===== src/rtl/clz.sv =====
// Leading-zero counter: vout flags a nonzero input, pout is the number of
// zeros above the highest set bit (0 when the input is zero).
module clz #(
  parameter int bits_in = 8,
  parameter int LW      = (bits_in > 1) ? $clog2(bits_in) : 1
) (
  input  logic [bits_in-1:0] vin,
  output logic               vout,
  output logic [LW-1:0]      pout
);

  // Scanning upward lets the highest set bit be the last one written.
  always_comb begin
    vout = |vin;
    pout = '0;
    for (int i = 0; i < bits_in; i++) begin
      if (vin[i]) begin
        pout = LW'(bits_in - 1 - i);
      end
    end
  end

endmodule


===== src/rtl/norm_shift_pipe.sv =====
// Two-stage normalisation pipe: stage A captures the operand with its
// leading-zero count, stage B shifts the magnitude and adjusts the exponent.
module norm_shift_pipe #(
  parameter  int WIDTH     = 8,
  parameter  int EXP_WIDTH = 8,
  localparam int LZW       = $clog2(WIDTH)
) (
  input  logic                 clk,
  input  logic                 rst,
  input  logic                 in_valid,
  output logic                 in_ready,
  input  logic [WIDTH-1:0]     in_data,
  input  logic [EXP_WIDTH-1:0] in_exp,
  output logic                 out_valid,
  input  logic                 out_ready,
  output logic [WIDTH-1:0]     out_data,
  output logic [EXP_WIDTH-1:0] out_exp,
  output logic [LZW-1:0]       out_shift,
  output logic                 out_zero,
  output logic                 out_denorm
);

  localparam int CW = (LZW > EXP_WIDTH) ? LZW : EXP_WIDTH;

  logic                 aValid_q;
  logic [WIDTH-1:0]     aData_q;
  logic [EXP_WIDTH-1:0] aExp_q;
  logic [LZW-1:0]       aLz_q;
  logic                 aNz_q;

  logic                 bValid_q;
  logic [WIDTH-1:0]     bData_q,  bData_d;
  logic [EXP_WIDTH-1:0] bExp_q,   bExp_d;
  logic [LZW-1:0]       bShift_q, bShift_d;
  logic                 bZero_q,  bZero_d;
  logic                 bDenorm_q, bDenorm_d;

  logic           inNz;
  logic [LZW-1:0] inLz;
  logic           advA, advB;
  logic [CW-1:0]  lzExt, expExt, shCw, expDiff;

  clz #(.bits_in(WIDTH), .LW(LZW)) u_clz (
    .vin  (in_data),
    .vout (inNz),
    .pout (inLz)
  );

  assign advB     = !bValid_q || out_ready;
  assign advA     = !aValid_q || advB;
  assign in_ready = advA;

  always_ff @(posedge clk or posedge rst) begin
    if (rst) begin
      aValid_q <= 1'b0;
      aData_q  <= '0;
      aExp_q   <= '0;
      aLz_q    <= '0;
      aNz_q    <= 1'b0;
    end else if (advA) begin
      aValid_q <= in_valid;
      aData_q  <= in_data;
      aExp_q   <= in_exp;
      aLz_q    <= inLz;
      aNz_q    <= inNz;
    end
  end

  // The shift is capped by the exponent so the result saturates into the
  // denormal range instead of underflowing.
  always_comb begin
    lzExt     = CW'(aLz_q);
    expExt    = CW'(aExp_q);
    shCw      = (lzExt < expExt) ? lzExt : expExt;
    expDiff   = expExt - shCw;
    bData_d   = '0;
    bExp_d    = '0;
    bShift_d  = '0;
    bZero_d   = 1'b1;
    bDenorm_d = 1'b0;
    if (aNz_q) begin
      bShift_d  = LZW'(shCw);
      bData_d   = aData_q << bShift_d;
      bExp_d    = EXP_WIDTH'(expDiff);
      bZero_d   = 1'b0;
      bDenorm_d = (bExp_d == '0);
    end
  end

  always_ff @(posedge clk or posedge rst) begin
    if (rst) begin
      bValid_q  <= 1'b0;
      bData_q   <= '0;
      bExp_q    <= '0;
      bShift_q  <= '0;
      bZero_q   <= 1'b0;
      bDenorm_q <= 1'b0;
    end else if (advB) begin
      bValid_q  <= aValid_q;
      bData_q   <= bData_d;
      bExp_q    <= bExp_d;
      bShift_q  <= bShift_d;
      bZero_q   <= bZero_d;
      bDenorm_q <= bDenorm_d;
    end
  end

  assign out_valid  = bValid_q;
  assign out_data   = bData_q;
  assign out_exp    = bExp_q;
  assign out_shift  = bShift_q;
  assign out_zero   = bZero_q;
  assign out_denorm = bDenorm_q;

endmodule


===== config.mk =====
export PLATFORM = sky130hd
export DESIGN_NAME = norm_shift_pipe
export DESIGN_NICKNAME = d
export VERILOG_FILES = /design/src/rtl/clz.sv /design/src/rtl/norm_shift_pipe.sv
export SDC_FILE = /design/constraint.sdc
export NUM_CORES = 1
export LEC_CHECK = 0
export CAP_MARGIN = 20
export CELL_PAD_IN_SITES_DETAIL_PLACEMENT = 1
export CELL_PAD_IN_SITES_GLOBAL_PLACEMENT = 1
export CORE_UTILIZATION = 42
export DETAILED_ROUTE_END_ITERATION = 16
export PLACE_DENSITY = 0.92
export RECOVER_POWER = 25
export SYNTH_ARGS = -nofsm -noshare
export SYNTH_HDL_FRONTEND = slang
export SYNTH_SLANG_ARGS = --single-unit

===== constraint.sdc =====
create_clock -name clk -period 5.3 [get_ports clk]
set_clock_uncertainty 0.15 [all_clocks]
set_input_delay 0.53 -clock clk [delete_from_list [all_inputs] [get_ports clk]]
set_output_delay 0.53 -clock clk [all_outputs]
set_load 0.01 [all_outputs]

# [Word level (Yosys, flattened, before mapping)]
# Index checks and enable logic that the tools add are counted.
[op_classes] add_sub_neg=1 n_shift=1 n_reduce_logical=6 order_cmp=1 n_mux=14
[op_table] operator="two-way mux 3 bit" n=9
[op_table] operator="two-way mux 8 bit" n=3
[op_table] operator="zero test 8 bit" n=1
[op_table] operator="< comparator 3 x 8 -> 1 bit" n=1
[op_table] operator="OR reduction 8 bit" n=1
[op_table] operator="<< shifter 8 x 3 -> 8 bit" n=1
[op_table] operator="subtractor 8 bit" n=1
[op_table] operator="zero test 1 bit" n=2
[op_table] operator="logical OR 1 bit" n=2
[op_table] operator="two-way mux 1 bit" n=2
[word_totals] in_bits=20 elab_cells=34 output_inout_bits=23 reg_bits=43

# [Depth between registers and ports, before layout]
# Gate-level depths: netlist (run 1).
[depth] depth_word=8 ltp_mapped=17 depth_no_buf=15

# [Hierarchy]
# Synthesis (run 1) repeated with hierarchy kept, for this count alone.
[hier_totals] hier_cells=217 hier_area_um2=2275.9
[modules_own_cells] module="norm_shift_pipe" cells_per_inst=204 n_inst=1 seq_area_each_um2=1076.0 area_per_inst_um2=2194.6
[modules_own_cells] module="clz" cells_per_inst=13 n_inst=1 seq_area_each_um2=0.0 area_per_inst_um2=81.3

# [Worst setup path after synthesis (run 1)]
# OpenSTA, ideal clock, no wires.
[synth_path] kind="reg-to-reg" from="register aExp_q[2]" to="register bExp_q[7] (netlist: out_exp[7])" arrival_time_ns=2.914 path_buffers=2 setup_time_ns=0.135 synth_period_minus_slack_ns=3.199 required_time_ns=5.015 stages_incl_launch_ff=18 slack_ns=2.101 path_cell_list="dfrtp_1 > inv_1 > ha_1 > a21oi_1 > o21a_4 > nor3_2 > a21o_1 > buf_6 > inv_2 > buf_6 > ha_1 > nor2b_1 > o21ai_0 > nand2b_1 > or3_1 > nor3_1 > xnor2_1 > o21ai_0"
[synth_between] elab_chain_cells=4
[synth_lines] item="from (decl)" line_no="norm_shift_pipe.sv:27" rtl="logic [EXP_WIDTH-1:0] aExp_q;"
[synth_lines] item="from (signal assigned)" line_no="norm_shift_pipe.sv:63" rtl="aExp_q <= in_exp;"
[synth_lines] item="< comparator 3 x 8 -> 1 bit" line_no="norm_shift_pipe.sv:74" rtl="shCw = (lzExt < expExt) ? lzExt : expExt;"
[synth_lines] item="two-way mux 8 bit" line_no="norm_shift_pipe.sv:74"
[synth_lines] item="subtractor 8 bit (*)" line_no="norm_shift_pipe.sv:75" rtl="expDiff = expExt - shCw;"
[synth_lines] item="two-way mux 8 bit (*)" line_no="norm_shift_pipe.sv:81" rtl="if (aNz_q) begin"
[synth_lines] item="to (signal assigned)" line_no="norm_shift_pipe.sv:101" rtl="bExp_q <= bExp_d;"
[synth_lines] item="to (decl)" line_no="norm_shift_pipe.sv:33" rtl="logic [EXP_WIDTH-1:0] bExp_q, bExp_d;"
# Every way passes the cells marked *; elsewhere a longest branch is shown, timed or not.
# A chain may end at the register's enable or synchronous reset.

# [Worst setup path after layout (run 1)]
# Ends and elaborated chain as after synthesis.

==> results of run 1 <==
## synth_stat cells (all sizes together) (3+ instances only)
cell type  number  area (um2)
nand3           3       15.01
mux2i           3       30.03
inv             9       33.78
a32o            3       30.03
xor2            3       26.28
nand2b          8       50.05
a22o            3       26.28
nor2           15       56.30
clkbuf          7       26.28
buf             3       33.78
nand2          75       289.0
ha              6       75.07
nor2b           4       27.53
o21ai          21       116.4
and2            3       21.27
dfrtp          43        1076
nor3            9       61.31
xnor2           3       26.28
a21oi           8       43.79
## layer usage
metal	track usage (%)	vias up
li1	-	944
met5	0	-
met4	8.230	0
met3	5.026	10
met2	37.80	54
met1	29.27	961
## logic make-up (layout without fill, tap and decap cells)
logic type / after synthesis / count (layout) / synth area share [%]
simple gates: 124 / 124 / 25.06
compound gates: 51 / 51 / 15.77
flops: 43 / 43 / 47.25
buf+inv: 19 / 62 / 4.121
fa+ha+maj: 7 / 7 / 4.176
xor+xnor: 6 / 6 / 2.308
mux: 3 / 3 / 1.319
## how the worst min path moves through the flow
stage                     cells past startpoint   endpoint
after floorplan                               1  out_valid
after global placement                        1  out_valid
after detailed placement                      1  out_valid
after CTS                                     1  out_valid
after global routing                          1  out_valid
final                                         1  out_valid
## power by group
group	total [mW]	switching, mW	leakage, nW	internal (mW)
sequential	0.413	0.0382	0.524	0.375
combinational	0.267	0.136	0.695	0.131
clock	0.199	0.106	0.0422	0.0924
total	0.879	0.281	1.26	0.599
## area by class of cell
type / count / area [um2]
Clock buffer: 7 / 76.32
Clock inverter: 1 / 5.005
Fill cell: 605 / 2347
Inverter: 9 / 33.78
Multi-Input combinational cell: 191 / 1107
Sequential cell: 43 / 1076
Tap cell: 70 / 87.58
Timing Repair Buffer: 45 / 439.2
## flip-flops by register name (all words and copies together), names as in the netlist
| signal | flops |
|---|---|
| aNz_q | 1 |
| out_data | 8 |
| aExp_q | 8 |
| out_valid | 1 |
| out_exp | 8 |
| out_zero | 1 |
| aData_q | 8 |
| out_shift | 3 |
| out_denorm | 1 |
| aLz_q | 3 |
| aValid_q | 1 |
## cell usage in the layout (no fill, tap or decap), types with 3 or more instances in the layout
cell,n
o21ai_0,19
clkdlybuf4s50_1,40
clkbuf_8,5
nor3_1,7
xnor2_1,3
a22o_1,3
clkbuf_1,3
mux2i_1,3
nor2b_1,3
nand3_1,3
a21oi_1,7
nor2_1,15
inv_1,8
a32o_1,3
xor2_1,3
nand2b_1,8
ha_1,6
dfrtp_1,43
nand2_1,74
## per-stage QoR
step           area (um2)  utilization (%)
4_1_cts              2829            54.69
5_1_grt              2825            54.62
3_3_place_gp         2748            53.12
6_report             2825            54.62
2_1_floorplan        2277                -
3_5_place_dp         2748            53.12
==> qor.yml, run 1 <==
status:
  status: "finished with violations"
  violations: "max-capacitance violations, max-slew violations"
sta:
  rsz0062_at_grt: "no"
  tns_ns: 0
  finalSetupViolCount: 0
  max_freq_mhz: 276.1
  fin_ws_ns: 1.678
  whs_ns: 0.3113
  relSlewSlack_pct: -52.72
  worst_pin_slew_ns: 2.291
  period_needed_ns: 3.622
  hold_violations: 0
  timing.final.crit_share_pct: 68.35
  slew_violations: 44
detailed_routing:
  drc: 0
  drt_pass1_iterations: 4
  wl_met2_mm: 2.791
  wl_met1_mm: 2.589
  ant_nets: 0
  vias_per_cell: 5.380
  route.met3.wl_um: 218
  drtIter0Drc: 113
  routed.top_layer: "met4"
  wl_mm: 5.716
  vias: 1969
  routedWlPerCell_um: 15.62
setup_path:
  cp-startpoint: "aExp_q[2]"
  arrival_ns: 3.64
  crit_type: "reg -> reg"
  critical_path.max_stage_delay_ns: 0.38
  startpoint_type: "flop"
  end_kind: "flop"
  crit_required_ns: 5.32
  crit_path_cell_trace: "inv_1 -> ha_1 -> a21oi_1 -> o21ai_4 -> nand2_4 -> a21o_1 -> inv_2 -> ha_1 -> nor2b_1 -> o21ai_0 -> nand2b_1 -> or3_1 -> nor3_1 -> xnor2_1 -> o21ai_0"
  crit_path_end: "out_exp[7]"
  reg2regPathDepth: 15
  cp.depth: 15
  critPathTopFamily: "compound AO/OA/AOI/OAI gates"
  r2r-start: "aExp_q[2]"
  ff2ff_setup_slack_ns: 1.68
  critPathMaxFanout: 11
  crit_buf_inv: 2
  cpMaxStageDelayCell: "a21oi_1"
  r2r_end: "out_exp[7]"
clock_tree:
  clkTransAtPathRegs_ns: 0.08
  cts_hold_buf: 0
  clockBufferDepth: 2
  cts_tree: "built"
  postCtsSetupBuffers: 0
  cts_num_sinks: 43
  numCtsBuffers: 5
  post_cts_resize_count: 0
  clockRootBuffer: "clkbuf_8"
  clk_latency_ns: 0.30
  cts_max_level: 2
global_routing:
  grt_pass1_wl_mm: 9.542
  track_usage_pct: 22.75
  first_global_vias: 2015
  overflow: 0
  grt_max_degree: 44
  antenna_found_initial: 0
power_and_ir_drop:
  total_power_mw: 0.8795
  p_per_area_mw_per_mm2: 311.3
  leakage_nw: 1.261
  vdd_drop_max_v: 0.0001333
layout:
  layout.cells.non_filler: 366
  area_growth_pct: 24.07
  layout.nets: 322
  diodes: 0
  drive_above_1_share_pct: 6.081
placement:
  place_ws_ns: 1.810
  dp_hpwl_mm: 4.361
  io_buffer_count: 42
  gp_congestion: 0.9575
  dpl.cell_count: 358
synthesis:
  yosys.cell_types.count: 47
  synth_nets: 280
  synth_area_per_cell_um2: 9.001
  yosysWarnings: 0
  async_reset_ff_share_pct: 100.0
  synth-edff-count: 0
  syn_area_mm2: 0.002277
  syn_inst: 253
  synthFlopType: "dfrtp_1"
  ys_ff_latch: 43
  seq_area_frac_synth_pct: 47.25
die:
  dieArea_mm2: 0.005721
  io_pins: 43
  start_util_pct: 44.03
  fp.dieH_um: 75.64
  rows: 26
  die_w_um: 75.64
  core_area_mm2: 0.005172
flow_run:
  drv_cap: 1
worst_hold_path:
  hp-start: "aValid_q"
  hold_path.class: "reg -> reg"
(Power assumes the default switching activity.)
==> inputs of run 2 (changes only) <==
CORE_UTILIZATION = 35   (was 42)
PLACE_DENSITY = 0.82   (was 0.92)
clock period = 3.27 ns   (was 5.3 ns; I/O delays follow)
==> run 2 against run 1 <==
Against the previous run: the flow finishes with violations (negative setup slack); power rose by 68%; via count rose by 0.20%; non-clock buffer count rose by 8; sequential power rose by 62%; worst hold slack improved by 0.0063 ns; global-route usage fell by 3.7 points; first-iteration DRC count fell by 20%; design area rose by 4.3%; count of clock-buffer cells in the layout fell by 2; critical path depth did not move.
==> qor.yml, run 2 (synthesized netlist as in run 1, its figures left out) <==
setup_path:
  arrival_ns: 3.30
  r2r-start: "aExp_q[1]"
  startpoint_type: "flop"
  crit_required_ns: 3.30
  r2r_end: "out_exp[7]"
  crit_type: "reg -> reg"
  critPathMaxFanout: 5
  ff2ff_setup_slack_ns: -0.004
  reg2regPathDepth: 15
  end_kind: "flop"
sta:
  max_freq_mhz: 305.4
  timing.final.crit_share_pct: 100.1
  whs_ns: 0.3175
  relSlewSlack_pct: 29.19
  slew_violations: 0
  fin_ws_ns: -0.004152
  worst_pin_slew_ns: 1.062
  tns_ns: -0.004152
  hold_violations: 0
  finalSetupViolCount: 1
  period_needed_ns: 3.274
power_and_ir_drop:
  vdd_drop_max_v: 0.0001789
  leakage_nw: 1.310
  p_per_area_mw_per_mm2: 500.3
die:
  die_w_um: 82.66
  core_area_mm2: 0.006314
  dieArea_mm2: 0.006833
  start_util_pct: 36.07
  rows: 29
  io_pins: 43
  fp.dieH_um: 82.66
global_routing:
  grt_pass1_wl_mm: 9.770
  gr-usage-met2_pct: 31.89
  overflow: 0
  top_usage_layer: "met2"
  track_usage_pct: 19.09
  met1_usage_pct: 23.63
  first_global_vias: 2104
  antenna_found_initial: 0
  grt_max_degree: 44
  use_met3_pct: 3.516
detailed_routing:
  drc: 0
  wl_mm: 5.882
  drt_pass1_iterations: 4
  routedWlPerCell_um: 15.44
  ant_nets: 0
  vias_per_cell: 5.178
  drtIter0Drc: 90
  vias: 1973
layout:
  fillers: 750
  drive_above_1_share_pct: 12.17
  layout.nets: 330
  utilization_pct: 46.69
  diodes: 0
  final_cell_mix: "74 x nand2_1, 43 x dfrtp_1, 40 x clkdlybuf4s50_1, 18 x o21ai_0, 15 x nor2_1"
  area_growth_pct: 29.45
  regArea_mm2: 0.001076
  final_common_cell: "nand2_1"
  multi_input_area_mm2: 0.001147
clock_tree:
  clk_latency_ns: 0.30
  clkTransAtPathRegs_ns: 0.09
  cts_num_sinks: 43
  cts_tree: "built"
  clockRootBuffer: "clkbuf_8"
  cts_hold_buf: 0
  numCtsBuffers: 5
  clockBufferDepth: 2
  cts_max_level: 2
worst_hold_path:
  hold_path.class: "reg -> reg"
  hold_end: "out_valid"
  min_path_cells: 1
  hp-start: "aValid_q"
placement:
  gp_congestion: 0.8440
  io_buffer_count: 42
  dp_hpwl_mm: 4.288
status:
  violations: "negative setup slack"
  status: "finished with violations"
flow_run:
  drv_cap: 0
[run 2: changes by cell type in the layout (fill, tap and decap cells not counted), moves of 2 or more]
cell      previous run  this run
clkinv_4             0         2
inv_1                8         6
clkbuf_1             3         0
inv_2                1         3
buf_4                2        10
nor3_1               7         5
[run 2: what timing repair did]
| item | CTS | global route |
|---|---|---|
| setup buffers | 0 | 1 |
| setup endpoints to repair | 0 | 5 |
| gates resized for setup | 0 | 10 |
[run 2: worst max path at each step]
stage	startpoint	endpoint	slack, ns	depth (start not counted)
after global placement	aExp_q[2]	out_exp[7]	0.18	15
final	aExp_q[1]	out_exp[7]	-0.004	15
after global routing	aExp_q[1]	out_exp[7]	-0.15	15
after floorplan	aExp_q[2]	out_exp[7]	0.07	17
after CTS	aExp_q[2]	out_exp[7]	0.04	15
after detailed placement	aExp_q[2]	out_exp[7]	0.05	15
[run 2: metal layers]
| layer | vias to the layer above | wire length [um] |
|---|---|---|
| met3 | 10 | 172 |
| li1 | 959 | - |
| met5 | - | 0 |
| met1 | 963 | 2677 |
| met4 | 0 | 143 |
| met2 | 41 | 2889 |
[run 2: power breakdown]
group          internal [mW]  switching (mW)
Combinational          0.228           0.224
Clock                  0.153           0.199
Sequential             0.607          0.0637
[run 2: layout make-up]
| type | count | share of cell area, % |
|---|---|---|
| clock inverters | 3 | 0.8489 |
| flip-flops and latches | 43 | 36.50 |
| repair buffers | 53 | 16.98 |
| multi-input cells | 191 | 38.92 |
| inverters | 9 | 1.146 |
| clock buffers | 5 | 2.334 |
| well taps | 77 | 3.268 |
[run 2: critical path, cell delays in order, from the launching register on]
cell      delay (ns)
dfrtp_1         0.40
inv_2           0.09
ha_1            0.31
nand2_1         0.11
o21a_4          0.24
nor3_2          0.17
a21o_1          0.14
inv_2           0.05
ha_1            0.26
nor2b_1         0.13
o21ai_1         0.16
nand2b_1        0.12
or3_4           0.37
nor3_4          0.21
xnor2_1         0.15
o21ai_0         0.09
[run 2: stage by stage]
step | total power, mW | worst slack [ns] | std cells | instance area, um2
floorplan | 0.9131 | 0.07150 | 253 | 2277
global placement | 1.105 | 0.1786 | 372 | 2809
detailed placement | 1.123 | 0.05381 | 372 | 2809
CTS | 1.475 | 0.03627 | 380 | 2903
global route | 1.569 | -0.1521 | 381 | 2948
finish | 1.475 | -0.004152 | 381 | 2948
==> patch 1, RTL diff (config.mk and constraints of run 2) <==
Set the parameter `WIDTH` to 16 (it was 8).
--- a/src/rtl/norm_shift_pipe.sv
+++ b/src/rtl/norm_shift_pipe.sv
@@ -3,3 +3,3 @@
 module norm_shift_pipe #(
-  parameter  int WIDTH     = 8,
+  parameter  int WIDTH     = 16,
   parameter  int EXP_WIDTH = 8,
Ports: changed (resized in_data, out_data and out_shift); port bits go from 43 to 60. No check against the original RTL was run, so the function may have changed too.
==> patch 1 against run 2 <==
The run still ends with setup timing left. Wire length rose by 100%. Largest power group unchanged. Sequential cell count rose by 18. Total power rose by 63%. First-iteration DRC count rose by 87%. Setup slack got worse by 0.18 ns. Synthesized area rose by 51%. Design area rose by 61%. Hold slack got worse by 0.013 ns.
==> patch 1: results <==
INSERT INTO impl_metrics (metric_group, metric, value, unit) VALUES
('outcome', 'outcome', 'complete, but fails checks', ''),
('outcome', 'failed_checks', 'setup timing', ''),
('place', 'dpl.cell_count', '562', ''),
('critical_path', 'rrSetupSlack', '-0.18', 'ns'),
('critical_path', 'cp_max_fo', '6', ''),
('layout', 'ratio_of_cells_with_drive_above_1_in_the_final_layout', '21.1', '%'),
('sta', 'tightest_slew', '1.25', 'ns'),
('pwr', 'power_density', '507', 'nW/µm²'),
('critical_path', 'critical_path_arrival', '3.56', 'ns'),
('drt', 'first_iter_violations', '168', ''),
('sta', 'finalSetupViolations', '6', ''),
('place', 'gpl.final_weighted_congestion', '0.871', ''),
('floorplanning', 'starting_utilization_of_the_core_area', '36.7', '%'),
('sta', 'fin_ws', '-0.184', 'ns'),
('sta', 'hold-worst-slack', '0.305', 'ns'),
('synthesis', 'post_synth.cell_area_avg', '9.30', 'µm²'),
('place', 'port-buffer-count', '59', ''),
('clock_network', 'clk_latency', '0.35', 'ns'),
('drt', 'num_vias', '3221', ''),
('synthesis', 'synth_compound_area_share', '16.9', '%'),
('layout', 'final.fill_count', '1087', ''),
('layout', 'nets', '498', ''),
('synthesis', 'yosys.area_share.adder', '3.13', '%'),
('synthesis', 'synth_seq_area_share', '44.4', '%'),
('layout', 'final_cells', '594', '');
-- patch 1: cell count changes in the layout (fill, tap and decap cells not counted), moves of 5 or more --
cell                                     run 2  this run
sky130_fd_sc_hd__buf_4                      10        41
sky130_fd_sc_hd__clkbuf_8                    5        11
sky130_fd_sc_hd__nor3_1                      5        10
sky130_fd_sc_hd__dfrtp_1                    43        60
sky130_fd_sc_hd__nand2_1                    74        92
sky130_fd_sc_hd__o21ai_1                     2         9
sky130_fd_sc_hd__clkdlybuf4s50_1            40        57
sky130_fd_sc_hd__mux2i_1                     3        24
-- patch 1: worst max-delay path by stage --
stage,cells past startpoint,to
after floorplan,18,out_denorm$_DFFE_PP0P_
after global placement,15,out_denorm$_DFFE_PP0P_
after detailed placement,17,out_denorm$_DFFE_PP0P_
after CTS,15,out_denorm$_DFFE_PP0P_
after global routing,17,out_denorm$_DFFE_PP0P_
final,15,out_denorm$_DFFE_PP0P_
-- patch 1: what timing repair did --
item,CTS,global route
pin swaps,10,8
endpoints found under the hold margin,0,0
setup endpoints to repair,5,8
buffers inserted,14,4
resized for setup,16,20
-- patch 1: layout make-up --
| type | count | share of cell area (%) |
|---|---|---|
| clock buffer | 12 | 3.26 |
| sequential | 61 | 32.1 |
| multi-input combinational | 274 | 40.4 |
| tap | 129 | 3.40 |
| clock inverter | 2 | 0.211 |
| inverter | 13 | 1.08 |
| timing repair buffer | 103 | 19.5 |
-- patch 1: critical path, cell delays in order, from the launching register on --
cell                        delay (ns)
sky130_fd_sc_hd__dfrtp_2          0.46
sky130_fd_sc_hd__nand2b_4         0.18
sky130_fd_sc_hd__a2111oi_4        0.43
sky130_fd_sc_hd__buf_6            0.20
sky130_fd_sc_hd__nor3_2           0.07
sky130_fd_sc_hd__a21o_4           0.21
sky130_fd_sc_hd__inv_4            0.06
sky130_fd_sc_hd__ha_4             0.19
sky130_fd_sc_hd__nor2b_1          0.13
sky130_fd_sc_hd__o21ai_1          0.14
sky130_fd_sc_hd__nand2b_1         0.10
sky130_fd_sc_hd__o21bai_4         0.18
sky130_fd_sc_hd__a22o_4           0.25
sky130_fd_sc_hd__xnor2_2          0.14
sky130_fd_sc_hd__o31a_1           0.26
sky130_fd_sc_hd__o31ai_2          0.20
-- patch 1: power by group --
group | internal (mW) | switching, mW | leakage [nW]
registers | 0.869 | 0.0885 | 0.744
logic | 0.427 | 0.426 | 1.33
clock network | 0.306 | 0.294 | 0.0881
-- patch 1: per-layer routing --
metal | track usage [%] | vias to the layer above | wire length [µm]
met5 | 0 | - | 0
met4 | 11.4 | 0 | 386
met3 | 3.31 | 35 | 519
met2 | 36.3 | 104 | 5860
met1 | 28.9 | 1606 | 5080
li1 | - | 1476 | -
==> patch 2, RTL diff (flow settings as in run 2) <==
Without the edit above. Reset style: synchronous (`rst`), changed in 2 clocked blocks.
--- a/src/rtl/norm_shift_pipe.sv
+++ b/src/rtl/norm_shift_pipe.sv
@@ -52,3 +52,3 @@
 
-  always_ff @(posedge clk or posedge rst) begin
+  always_ff @(posedge clk) begin
     if (rst) begin
@@ -89,3 +89,3 @@
 
-  always_ff @(posedge clk or posedge rst) begin
+  always_ff @(posedge clk) begin
     if (rst) begin
Behaviour: differs if rst is asserted again (counterexample within 4 cycles, from zero or initial values and one cycle with rst high); with rst held inactive, the same outputs for 10 cycles.
==> patch 2 against run 2 <==
Critical path depth fell by 4. Total power decreased by 20%. Final cell count up 5.5%. Hold slack worse by 0.00080 ns. Combinational power decreased by 35%. Utilization rose by 4.0 points. Count of clock-buffer cells in the layout rose by 1. The run still ends with setup timing left. Setup slack worse by 0.14 ns. Critical path type unchanged. Wire length increased by 6.5%. Sequential cell count is the same. Synthesized area fell by 3.4%. Highest routed layer unchanged. Design area up 2.9%.
==> patch 2: results <==
INSERT INTO impl_metrics (metric_group, metric, value, unit) VALUES
('drt', 'first_iter_violations', '95', ''),
('place', 'post_dp_hpwl', '4680', 'µm'),
('sta', 'fin_ws', '-0.146', 'ns'),
('sta', 'finalSetupViolations', '1', ''),
('outcome', 'outcome', 'complete, but fails checks', ''),
('drt', 'num_vias', '2089', ''),
('global_route', 'grt_first_pass_wirelength', '10200', 'µm'),
('synthesis', 'synth_mux_area_share', '5.17', '%'),
('hold_path', 'hold_path_depth', '2', ''),
('synthesis', 'postSynthNetCount', '288', ''),
('pwr', 'cellLeakagePower', '1.25', 'nW'),
('outcome', 'failed_checks', 'setup timing', ''),
('layout', 'clock_tree_area_fraction', '2.39', '%'),
('sta', 'timing.slew.headroom', '72.0', '%'),
('layout', 'final.fill_count', '712', ''),
('place', 'dpl.cell_count', '394', ''),
('layout', 'final_cells', '402', ''),
('synthesis', 'synth_seq_area_share', '39.1', '%'),
('critical_path', 'worst-r2r-cell-count', '11', ''),
('synthesis', 'synthXorXnorAreaFrac', '2.39', '%');
==> patch 2: cell count changes in the layout (fill, tap and decap cells not counted), sizes merged, moves of 14 or more <==
cell and change:
dfrtp -43, a21oi +20, nor2 +14, o21ai -17
nand2 -30, dfxtp +43, buf +22
==> patch 2: layer usage <==
metal / part of all wire, % / track usage (%)
met3: 2.8 / 4.16
met5: 0 / 0
met4: 0.96 / 5.89
met1: 47 / 25.9
met2: 49 / 34.2
==> patch 2: power breakdown <==
| part | switching, mW | internal [mW] |
|---|---|---|
| Combinational | 0.144 | 0.152 |
| Sequential | 0.0190 | 0.551 |
| Clock | 0.176 | 0.143 |
==> patch 2: critical path: stages (launching register included) <==
cell and delay [ns]:
sky130_fd_sc_hd__dfxtp_2 0.33, sky130_fd_sc_hd__or3_4 0.38, sky130_fd_sc_hd__or3_4 0.42, sky130_fd_sc_hd__nor2_4 0.21, sky130_fd_sc_hd__mux2_4 0.36, sky130_fd_sc_hd__fa_2 0.38
sky130_fd_sc_hd__xnor2_2 0.16, sky130_fd_sc_hd__or4_4 0.43, sky130_fd_sc_hd__nor2_4 0.13, sky130_fd_sc_hd__nand3_2 0.07, sky130_fd_sc_hd__o31ai_1 0.18, sky130_fd_sc_hd__nor2b_1 0.15
==> patch 2: per-stage QoR <==
stage	hold WS [ns]	utilization, %	setup slack (ns)	cell area, µm²	power, mW
floorplan	0.278	-	-0.139	2220	0.732
global placement	0.296	47.9	-0.0185	2870	0.845
detailed placement	0.310	47.9	-0.153	2870	0.856
CTS	0.322	49.3	-0.0874	2950	1.17
global route	0.345	50.6	-0.225	3030	1.24
finish	0.317	50.6	-0.146	3030	1.18
